## src/rtl/vga_pkg.sv

```systemverilog
// ============================================================================
// vga_pkg : pattern-mode encoding and 640x480@60 default timing constants
// Rev 1.0 : initial release
// ============================================================================
`default_nettype none

package vga_pkg;

   typedef enum logic [1:0] {
      MODE_BARS    = 2'd0,
      MODE_CHECKER = 2'd1,
      MODE_EXT     = 2'd2,
      MODE_BLACK   = 2'd3
   } vga_mode_e;

   localparam int VGA_H_ACTIVE = 640;
   localparam int VGA_H_FP     = 16;
   localparam int VGA_H_SYNC   = 96;
   localparam int VGA_H_BP     = 48;
   localparam int VGA_V_ACTIVE = 480;
   localparam int VGA_V_FP     = 10;
   localparam int VGA_V_SYNC   = 2;
   localparam int VGA_V_BP     = 33;
   localparam int VGA_CLK_DIV  = 2;
   localparam int VGA_H_TOTAL  = VGA_H_ACTIVE + VGA_H_FP + VGA_H_SYNC + VGA_H_BP;
   localparam int VGA_V_TOTAL  = VGA_V_ACTIVE + VGA_V_FP + VGA_V_SYNC + VGA_V_BP;

endpackage

`default_nettype wire

```

## src/rtl/vga_sync_counter.sv

```systemverilog
// ============================================================================
// vga_sync_counter : pixel-clock divider plus horizontal/vertical counters
// Rev 1.0 : initial release
// ============================================================================
`default_nettype none

module vga_sync_counter
   import vga_pkg::*;
#(
   parameter int H_TOTAL = VGA_H_TOTAL,
   parameter int V_TOTAL = VGA_V_TOTAL,
   parameter int CLK_DIV = VGA_CLK_DIV
) (
   input  logic                       clk,
   input  logic                       rst,
   output logic                       o_tick,
   output logic                       o_vgaclk,
   output logic [$clog2(H_TOTAL)-1:0] o_hcnt,
   output logic [$clog2(V_TOTAL)-1:0] o_vcnt,
   output logic                       o_h_wrap,
   output logic                       o_v_wrap
);

   localparam int DIV_W = $clog2(CLK_DIV);
   localparam int HW    = $clog2(H_TOTAL);
   localparam int VW    = $clog2(V_TOTAL);

   logic [DIV_W-1:0] r_div_cnt;
   logic [DIV_W-1:0] w_div_next;
   logic             w_tick;
   logic             r_vgaclk;
   logic [HW-1:0]    r_hcnt;
   logic [VW-1:0]    r_vcnt;

   assign w_tick     = (r_div_cnt == DIV_W'(CLK_DIV - 1));
   assign w_div_next = w_tick ? '0 : r_div_cnt + 1'b1;
   assign o_h_wrap   = (r_hcnt == HW'(H_TOTAL - 1));
   assign o_v_wrap   = (r_vcnt == VW'(V_TOTAL - 1));
   assign o_tick     = w_tick;
   assign o_vgaclk   = r_vgaclk;
   assign o_hcnt     = r_hcnt;
   assign o_vcnt     = r_vcnt;

   // vgaclk follows the next divider value so it falls on the same edge the pixel outputs update
   always_ff @(posedge clk) begin
      if (rst) begin
         r_div_cnt <= '0;
         r_vgaclk  <= 1'b0;
         r_hcnt    <= '0;
         r_vcnt    <= '0;
      end else begin
         r_div_cnt <= w_div_next;
         r_vgaclk  <= (w_div_next >= DIV_W'(CLK_DIV / 2));
         if (w_tick) begin
            if (o_h_wrap) begin
               r_hcnt <= '0;
               r_vcnt <= o_v_wrap ? '0 : r_vcnt + 1'b1;
            end else begin
               r_hcnt <= r_hcnt + 1'b1;
            end
         end
      end
   end

endmodule

`default_nettype wire

```

## src/rtl/vga_timing_gen.sv

```systemverilog
// ============================================================================
// vga_timing_gen : VGA sync/blank generator with test patterns and external pixel path
// Rev 1.0 : initial release
// ============================================================================
`default_nettype none

module vga_timing_gen
   import vga_pkg::*;
#(
   parameter int   H_ACTIVE  = VGA_H_ACTIVE,
   parameter int   H_FP      = VGA_H_FP,
   parameter int   H_SYNC    = VGA_H_SYNC,
   parameter int   H_BP      = VGA_H_BP,
   parameter int   V_ACTIVE  = VGA_V_ACTIVE,
   parameter int   V_FP      = VGA_V_FP,
   parameter int   V_SYNC    = VGA_V_SYNC,
   parameter int   V_BP      = VGA_V_BP,
   parameter int   CLK_DIV   = VGA_CLK_DIV,
   parameter logic HSYNC_POL = 1'b0,
   parameter logic VSYNC_POL = 1'b0,
   parameter int   COLOR_W   = 8
) (
   input  logic                                           clk,
   input  logic                                           rst,
   input  logic [1:0]                                     mode,
   input  logic [COLOR_W-1:0]                             pix_r,
   input  logic [COLOR_W-1:0]                             pix_g,
   input  logic [COLOR_W-1:0]                             pix_b,
   output logic [$clog2(H_ACTIVE+H_FP+H_SYNC+H_BP)-1:0]   x,
   output logic [$clog2(V_ACTIVE+V_FP+V_SYNC+V_BP)-1:0]   y,
   output logic                                           vgaclk,
   output logic                                           hsync,
   output logic                                           vsync,
   output logic                                           sync_b,
   output logic                                           blank_b,
   output logic [COLOR_W-1:0]                             r,
   output logic [COLOR_W-1:0]                             g,
   output logic [COLOR_W-1:0]                             b,
   output logic                                           frame_start
);

   localparam int H_TOTAL = H_ACTIVE + H_FP + H_SYNC + H_BP;
   localparam int V_TOTAL = V_ACTIVE + V_FP + V_SYNC + V_BP;
   localparam int HW      = $clog2(H_TOTAL);
   localparam int VW      = $clog2(V_TOTAL);

   logic               w_tick;
   logic [HW-1:0]      w_hcnt;
   logic [VW-1:0]      w_vcnt;
   logic               w_h_wrap;
   logic               w_v_wrap;
   logic               w_active;
   logic               w_hsync_on;
   logic               w_vsync_on;
   logic [2:0]         w_bar;
   logic               w_chk;
   logic [COLOR_W-1:0] w_r;
   logic [COLOR_W-1:0] w_g;
   logic [COLOR_W-1:0] w_b;

   vga_mode_e          r_mode_q;
   logic               r_hsync;
   logic               r_vsync;
   logic               r_blank_b;
   logic [COLOR_W-1:0] r_r;
   logic [COLOR_W-1:0] r_g;
   logic [COLOR_W-1:0] r_b;
   logic               r_frame_start;

   vga_sync_counter #(
      .H_TOTAL (H_TOTAL),
      .V_TOTAL (V_TOTAL),
      .CLK_DIV (CLK_DIV)
   ) u_sync_counter (
      .clk      (clk),
      .rst      (rst),
      .o_tick   (w_tick),
      .o_vgaclk (vgaclk),
      .o_hcnt   (w_hcnt),
      .o_vcnt   (w_vcnt),
      .o_h_wrap (w_h_wrap),
      .o_v_wrap (w_v_wrap)
   );

   assign w_active   = (w_hcnt < HW'(H_ACTIVE)) && (w_vcnt < VW'(V_ACTIVE));
   assign w_hsync_on = (w_hcnt >= HW'(H_ACTIVE + H_FP)) && (w_hcnt < HW'(H_ACTIVE + H_FP + H_SYNC));
   assign w_vsync_on = (w_vcnt >= VW'(V_ACTIVE + V_FP)) && (w_vcnt < VW'(V_ACTIVE + V_FP + V_SYNC));
   assign w_bar      = 3'((32'(w_hcnt) * 32'd8) / 32'(H_ACTIVE));
   assign w_chk      = w_hcnt[5] ^ w_vcnt[5];

   always_comb begin
      w_r = '0;
      w_g = '0;
      w_b = '0;
      if (w_active) begin
         case (r_mode_q)
            MODE_BARS: begin
               w_r = {COLOR_W{w_bar[2]}};
               w_g = {COLOR_W{w_bar[1]}};
               w_b = {COLOR_W{w_bar[0]}};
            end
            MODE_CHECKER: begin
               w_r = {COLOR_W{w_chk}};
               w_g = {COLOR_W{w_chk}};
               w_b = {COLOR_W{w_chk}};
            end
            MODE_EXT: begin
               w_r = pix_r;
               w_g = pix_g;
               w_b = pix_b;
            end
            default: begin
               w_r = '0;
               w_g = '0;
               w_b = '0;
            end
         endcase
      end
   end

   // All pixel outputs take the pre-increment coordinate so they stay mutually aligned
   always_ff @(posedge clk) begin
      if (rst) begin
         r_mode_q      <= vga_mode_e'(mode);
         r_hsync       <= ~HSYNC_POL;
         r_vsync       <= ~VSYNC_POL;
         r_blank_b     <= 1'b0;
         r_r           <= '0;
         r_g           <= '0;
         r_b           <= '0;
         r_frame_start <= 1'b0;
      end else begin
         r_frame_start <= 1'b0;
         if (w_tick) begin
            r_hsync       <= w_hsync_on ? HSYNC_POL : ~HSYNC_POL;
            r_vsync       <= w_vsync_on ? VSYNC_POL : ~VSYNC_POL;
            r_blank_b     <= w_active;
            r_r           <= w_r;
            r_g           <= w_g;
            r_b           <= w_b;
            r_frame_start <= (w_hcnt == '0) && (w_vcnt == '0);
            if (w_h_wrap && w_v_wrap) begin
               r_mode_q <= vga_mode_e'(mode);
            end
         end
      end
   end

   assign x           = w_hcnt;
   assign y           = w_vcnt;
   assign sync_b      = 1'b0;
   assign hsync       = r_hsync;
   assign vsync       = r_vsync;
   assign blank_b     = r_blank_b;
   assign r           = r_r;
   assign g           = r_g;
   assign b           = r_b;
   assign frame_start = r_frame_start;

endmodule

`default_nettype wire

```

## config.mk

```make
export PLATFORM = sky130hd
export DESIGN_NAME = vga_timing_gen
export DESIGN_NICKNAME = d
export VERILOG_FILES = /design/src/rtl/vga_pkg.sv /design/src/rtl/vga_sync_counter.sv /design/src/rtl/vga_timing_gen.sv
export SDC_FILE = /design/constraint.sdc
export NUM_CORES = 1
export LEC_CHECK = 0
export ABC_AREA = 1
export BUFFER_PORTS_ARGS = -buffer_cell sky130_fd_sc_hd__buf_2
export CORE_ASPECT_RATIO = 0.8
export CORE_MARGIN = 4
export CORE_UTILIZATION = 49
export DETAILED_ROUTE_END_ITERATION = 12
export PLACE_DENSITY_LB_ADDON = 0.08
export SLEW_MARGIN = 40
export SYNTH_ARGS = -nofsm -noshare
export SYNTH_HDL_FRONTEND = slang
export SYNTH_SLANG_ARGS = --single-unit
export TNS_END_PERCENT = 10
```

## constraint.sdc

```tcl
create_clock -name clk -period 3.11 [get_ports clk]
set_clock_uncertainty 0.05 [all_clocks]
set_input_delay 0.4665 -clock clk [delete_from_list [all_inputs] [get_ports clk]]
set_output_delay 0.4665 -clock clk [all_outputs]
set_load 0.02 [all_outputs]
```

==> reports/qor.yml, run 1 <==
outcome: "finished with violations"
violations: "negative setup slack"
arrival_ns: 3.42
p_clk_share_pct: 35.7
post-synth-top-area-cell: "dfxtp_1"
rr_worst_depth: 26
power.switching_w: 0.000347
fin_cells: 697
startpoint_type: "flop"
use_met2_pct: 37.1
via_per_inst: 5.19
place.gp.congestion: 0.875
ys.flop_type: "dfxtp_1"
pin_count: 78
crit_fanout: 8
ys_ff_latch: 51
rsz0062_at_grt: "true"
grt_overflow_total: 0
first_pass_iters: 5
clk_pin_slew_worst_paths_ns: 0.10
grt_first_pass_wirelength_um: 15500
root_buffer: "clkbuf_8"
htreeDepth: 2
cts_tree: "yes"
top_usage_layer: "met2"
die_x_um: 101
grt_use_met1_pct: 32.5
synth-seq-area-share_pct: 31.0
maxCapViolCount: 0
antenna_found_initial: 0
drt-wirelength-per-cell_um: 13.6
slew_viol_final: 0
fin_nets: 646
cts_inserted_buffers: 5
ctsHoldBuffers: 0
syn_to_final_growth_pct: 32.6
post-route-util_pct: 68.4
synth.distinct_cells: 42
setup_violations: 8
vdd_drop_max_uv: 179
cts.sinks: 51
worst_slack_ns: -0.151
netlist_area_um2: 3360
place_hpwl_um: 6820
required_ns: 3.27
synth_edf_count: 2
drt_iter0_drc: 184
cts_max_path_buffers: 2
syn_avg_cell_area_um2: 6.90
leakagePower_nw: 2.27
core_region_area_um2: 6510
die_h_um: 82.0
yosys_warnings: 0
yosysTopAreaCellShare_pct: 29.2
synthTopCellsByArea: "dfxtp_1, nand2_1, inv_1, a211oi_1, nor2_1"
seqPwrFrac_pct: 51.1
worstSkewPairLatency_ns: 0.31
end_kind: "flop"
io_buffers: 76
ant_nets: 0
rows: 26
grt_max_degree: 28
finalHoldViolations: 0
drc: 0
postSynthCellCount: 487
drive_above_1_share_pct: 34.7
placed_cells: 665
worstHoldPathCells: 1
p_int_w: 0.000985
syn-num-nets: 521
met3_usage_pct: 3.57
p_per_area_nw_per_um2: 299
finalCriticalPeriod_ns: 3.26
wl_um: 9460
switching_share_pct: 26.0
grt_pass1_vias: 3328
grt_usage_pct: 23.1
comb_power_share_pct: 13.2
async_flop_share_pct: 0
start_util_pct: 51.6
antenna_cells: 0
dieArea_um2: 8250
critPathKind: "reg -> reg"
fin_crit_sh_pct: 105
fmax_ghz: 0.307
vias: 3616
hold_class: "in -> reg"
[power by group through the flow]
stage               clock, W  combinational (W)  sequential (W)
floorplan                  0          0.0000850        0.000707
global placement           0           0.000157        0.000694
detailed placement         0           0.000158        0.000694
CTS                 0.000486           0.000166        0.000680
global route        0.000520           0.000194        0.000682
finish              0.000475           0.000176        0.000680
[cells in the final DEF, fill, tap and decap left out, drive strengths merged, types with 2 or more instances in the layout]
master,count
ha,6
nor3,11
a21oi,8
nor3b,2
inv,55
o22ai,2
xor2,10
edfxtp,2
nand4,21
clkbuf,6
a211oi,21
xnor2,3
nor2,52
buf,134
nand2,168
dfxtp,49
nor4,7
o21ai,26
nand3,23
[cell usage after synthesis, types with 2 or more instances]
cell / instances
nor2_8: 2
a21oi_1: 6
inv_1: 48
nand3_4: 2
nor3b_1: 2
nand2_1: 144
buf_2: 2
nor3_1: 9
nor2_2: 3
buf_4: 3
buf_6: 3
clkbuf_1: 9
nand3_1: 17
nand3_2: 3
nand2_4: 6
nand4_1: 20
a21oi_2: 2
nor2_4: 6
nor2_1: 41
ha_1: 6
nor4_1: 7
xor2_1: 10
xnor2_1: 3
nand2_2: 18
a211oi_1: 21
dfxtp_1: 49
o21ai_0: 23
o22ai_1: 2
edfxtp_1: 2
inv_2: 6
[area by class of cell]
| type | count | area [um2] |
|---|---|---|
| Clock buffer | 6 | 72.6 |
| Tap cell | 84 | 105 |
| Timing Repair Buffer | 134 | 827 |
| Fill cell | 577 | 2050 |
| Multi-Input combinational cell | 366 | 2150 |
| Inverter | 54 | 210 |
| Sequential cell | 51 | 1050 |
| Clock inverter | 2 | 38.8 |
[critical path, stage by stage, from the launching register on]
cell,delay [ns]
dfxtp_4,0.37
inv_6,0.07
ha_4,0.13
inv_2,0.04
nor2_4,0.11
nand3_4,0.13
nand2_8,0.12
nand3_4,0.13
nand2_2,0.08
nand2_1,0.06
nand2_2,0.13
nand2_4,0.09
buf_4,0.15
nand4_1,0.15
nand3_4,0.12
o21ai_4,0.21
nor2_2,0.08
nor2_4,0.15
nand2_4,0.10
nand2_2,0.06
nand2_1,0.07
a21oi_2,0.10
nand4_1,0.12
nand2_2,0.16
nand2_1,0.07
nand2_1,0.06
nand2_1,0.04
[metrics by stage]
step	worst slack, ns	hold slack, ns	TNS, ns	power (W)	cell area, um2
5_1_grt	-0.456	0.266	-4.85	0.00140	4450
3_3_place_gp	-0.0587	0.382	-0.387	0.000851	4010
4_1_cts	-0.0505	0.284	-0.357	0.00133	4330
3_5_place_dp	-0.126	0.385	-0.957	0.000852	4010
2_1_floorplan	0.00534	0.481	0	0.000792	3360
6_report	-0.151	0.290	-1.15	0.00133	4450
[repair_timing]
item,CTS,global route
buffers inserted,19,4
cloned,1,0
pin swaps,24,24
resized for setup,19,19
endpoints found under the setup margin,8,16
[registers in the layout, indices dropped and copies added, names as in the netlist]
name	cells
g	8
u_sync_counter.o_vcnt	10
u_sync_counter.o_hcnt	10
r_mode_q	2
blank_b	1
vsync	1
frame_start	1
b	8
r	8
u_sync_counter.o_vgaclk	1
hsync	1
[logic make-up (layout without fill, tap and decap cells)]
family / after synthesis / after routing / synth area share, %
AO/OA/AOI/OAI: 60 / 60 / 11.6
adder cells (fa/ha/maj): 6 / 6 / 2.24
buffers and inverters: 71 / 196 / 9.02
AND/OR/NAND/NOR: 285 / 286 / 42.7
flip-flops: 51 / 51 / 31.0
XOR/XNOR: 13 / 13 / 3.39
other: 1 / 1 / 0.112
[final timing paths]
kind	start	slack [ns]	to
setup reg to reg	u_sync_counter.o_hcnt[0]	-0.15	b[0]
setup / recovery	u_sync_counter.o_hcnt[0]	-0.15	b[0]
hold reg to reg	b[1]	0.41	b[1]
hold / removal	mode[0]	0.29	r_mode_q[0]
[metal layers]
layer | share of wire [%] | up-vias
li1 | - | 1845
met2 | 46 | 95
met4 | 1.7 | 0
met1 | 47 | 1661
met5 | 0 | -
met3 | 5.0 | 15
Power figures use the tool's default switching activity.
==> run 2, diff against run 1 <==
GPL_TIMING_DRIVEN = 0   (was unset)
==> reports/qor.yml, run 2 (same netlist as run 1, synthesis figures left out) <==
rows: 26  # unchanged
hp-start: "mode[1]"  # was mode[0]
die_x_um: 101  # unchanged
drt-wirelength-per-cell_um: 14.1  # was 13.6 um
place.gp.congestion: 0.860  # was 0.875
first_pass_iters: 7  # was 5
core_region_area_um2: 6510  # unchanged
via_per_inst: 5.29  # was 5.19
finalHoldViolations: 0  # unchanged
max_slew.worst_pin.slew_ns: 0.763
rr_startpoint: "u_sync_counter.o_hcnt[0]"  # unchanged
drc: 0  # unchanged
hold_class: "in -> reg"  # unchanged
rr_worst_depth: 25  # was 26
dpl_cell_area_um2: 3840  # was 4010 um2
fmax_ghz: 0.298  # was 0.307 GHz
dieArea_um2: 8250  # unchanged
violations: "negative setup slack"  # unchanged
setup_violations: 8  # unchanged
die_h_um: 82.0  # unchanged
cts_tree: "yes"  # unchanged
setup_total_negative_slack_ns: -1.90  # was -1.15 ns
drt_iter0_drc: 175  # was 184
grt_first_pass_wirelength_um: 15500  # unchanged
cts.sinks: 51  # unchanged
place_hpwl_um: 6650  # was 6820 um
vdd_drop_max_uv: 191  # was 179 uV
fin_nets: 631  # was 646
ff2ff_setup_slack_ns: -0.25  # was -0.15 ns
clk_pin_slew_worst_paths_ns: 0.11  # was 0.10 ns
crit_fanout: 8  # unchanged
outcome: "finished with violations"  # unchanged
final_area_um2: 4380  # was 4450 um2
worst_slack_ns: -0.251  # was -0.151 ns
worstSkewPairLatency_ns: 0.32  # was 0.31 ns
slew_headroom_pct: 48.8
vias: 3605  # was 3616
required_ns: 3.29  # was 3.27 ns
start_util_pct: 51.6  # unchanged
pin_count: 78  # unchanged
antenna_found_initial: 0  # unchanged
layout_commonest_cell: "nand2_1"  # unchanged
leakagePower_nw: 2.19  # was 2.27 nW
crit_top_cell: "nor2_4"  # was nand2_1
cts_inserted_buffers: 5  # unchanged
crit_slowest_cell: "dfxtp_4"  # unchanged
grt_max_degree: 19  # was 28
final_cell_mix: "nand2_1, buf_2, inv_1, dfxtp_1, nor2_1"  # was nand2_1, buf_2, buf_4
htreeDepth: 2  # unchanged
io_buffers: 75  # was 76
slew_viol_final: 0  # unchanged
antenna_cells: 0  # unchanged
syn_to_final_growth_pct: 30.3  # was 32.6%
drive_above_1_share_pct: 33.3  # was 34.7%
end_kind: "flop"  # unchanged
worstHoldPathCells: 1  # unchanged
hold_end: "r_mode_q[1]"  # was r_mode_q[0]
finalCriticalPeriod_ns: 3.36  # was 3.26 ns
rsz0062_at_grt: "true"  # unchanged
critPathKind: "reg -> reg"  # unchanged
ctsHoldBuffers: 0  # unchanged
grt_usage_pct: 23.1  # about the same
ant_nets: 0  # unchanged
maxCapViolCount: 0  # unchanged
reg2reg_to: "b[2]"  # was b[0]
grt_pass1_vias: 3395  # was 3328
fin_crit_sh_pct: 108  # was 105%
grt_overflow_total: 0  # unchanged
p_per_area_nw_per_um2: 291  # was 299 nW/um2
arrival_ns: 3.54  # was 3.42 ns
root_buffer: "clkbuf_8"  # unchanged
wl_um: 9590  # was 9460 um
slowest_delay_ns: 0.37  # about the same
cts_max_path_buffers: 2  # unchanged
startpoint_type: "flop"  # unchanged
## run 2: where the power goes
| group | switching [W] | internal [W] | total (W) |
|---|---|---|---|
| Clock | 0.000255 | 0.000166 | 0.000421 |
| Sequential | 0.00000903 | 0.000669 | 0.000678 |
| Combinational | 0.000106 | 0.0000686 | 0.000174 |
## run 2: how the worst max path moves through the flow
stage / slack (ns) / startpoint / end / cells after the start
2_1_floorplan: 0.005 / u_sync_counter.o_hcnt[0] / b[0] / 24
3_3_place_gp: -0.41 / u_sync_counter.o_hcnt[0] / b[3] / 26
3_5_place_dp: -0.47 / u_sync_counter.o_hcnt[0] / b[1] / 24
4_1_cts: -0.16 / u_sync_counter.o_hcnt[0] / b[1] / 27
5_1_grt: -0.52 / u_sync_counter.o_hcnt[0] / b[1] / 29
6_report: -0.25 / u_sync_counter.o_hcnt[0] / b[2] / 25
## run 2: critical path: cells and delay by family, from the launching register on
kind / cells / cell delay, ns
buffers and inverters: 3 / 0.22
AO/OA/AOI/OAI: 2 / 0.26
flip-flops: 1 / 0.37
AND/OR/NAND/NOR: 19 / 2.25
adder cells (fa/ha/maj): 1 / 0.13
## run 2: metrics by stage
| step | hold WS (ns) | setup WS (ns) | instances | total power, W | util [%] |
|---|---|---|---|---|---|
| after floorplan | 0.481 | 0.00534 | 487 | 0.000792 | - |
| after global placement | 0.383 | -0.406 | 646 | 0.000838 | 59.1 |
| after detailed placement | 0.388 | -0.474 | 646 | 0.000840 | 59.1 |
| after CTS | 0.265 | -0.162 | 675 | 0.00127 | 64.6 |
| after global routing | 0.258 | -0.522 | 682 | 0.00134 | 67.3 |
| final | 0.270 | -0.251 | 682 | 0.00127 | 67.3 |
## run 2: timing repair
item                       CTS  global route
setup buffers               18             7
setup endpoints to repair   16            18
pin swaps                   33            28
cloned                       3             0
resized for setup           30            36
## run 2: final cells by class
class,count,area [um2]
plain buffers,17,113
multi-input cells,368,2230
well taps,84,105
clock inverters,3,27.5
fillers,588,2130
repair buffers,100,563
clock buffers,5,68.8
flip-flops and latches,51,1050
inverters,54,218
## run 2: layer usage
| layer | routed length [um] | vias to the layer above | global-route usage, % | part of all wire, % |
|---|---|---|---|---|
| met2 | 4560 | 99 | 37.0 | 48 |
| met3 | 467 | 16 | 3.74 | 4.9 |
| li1 | - | 1821 | - | - |
| met5 | 0 | - | 0 | 0 |
| met1 | 4410 | 1669 | 31.9 | 46 |
| met4 | 152 | 0 | 6.86 | 1.6 |
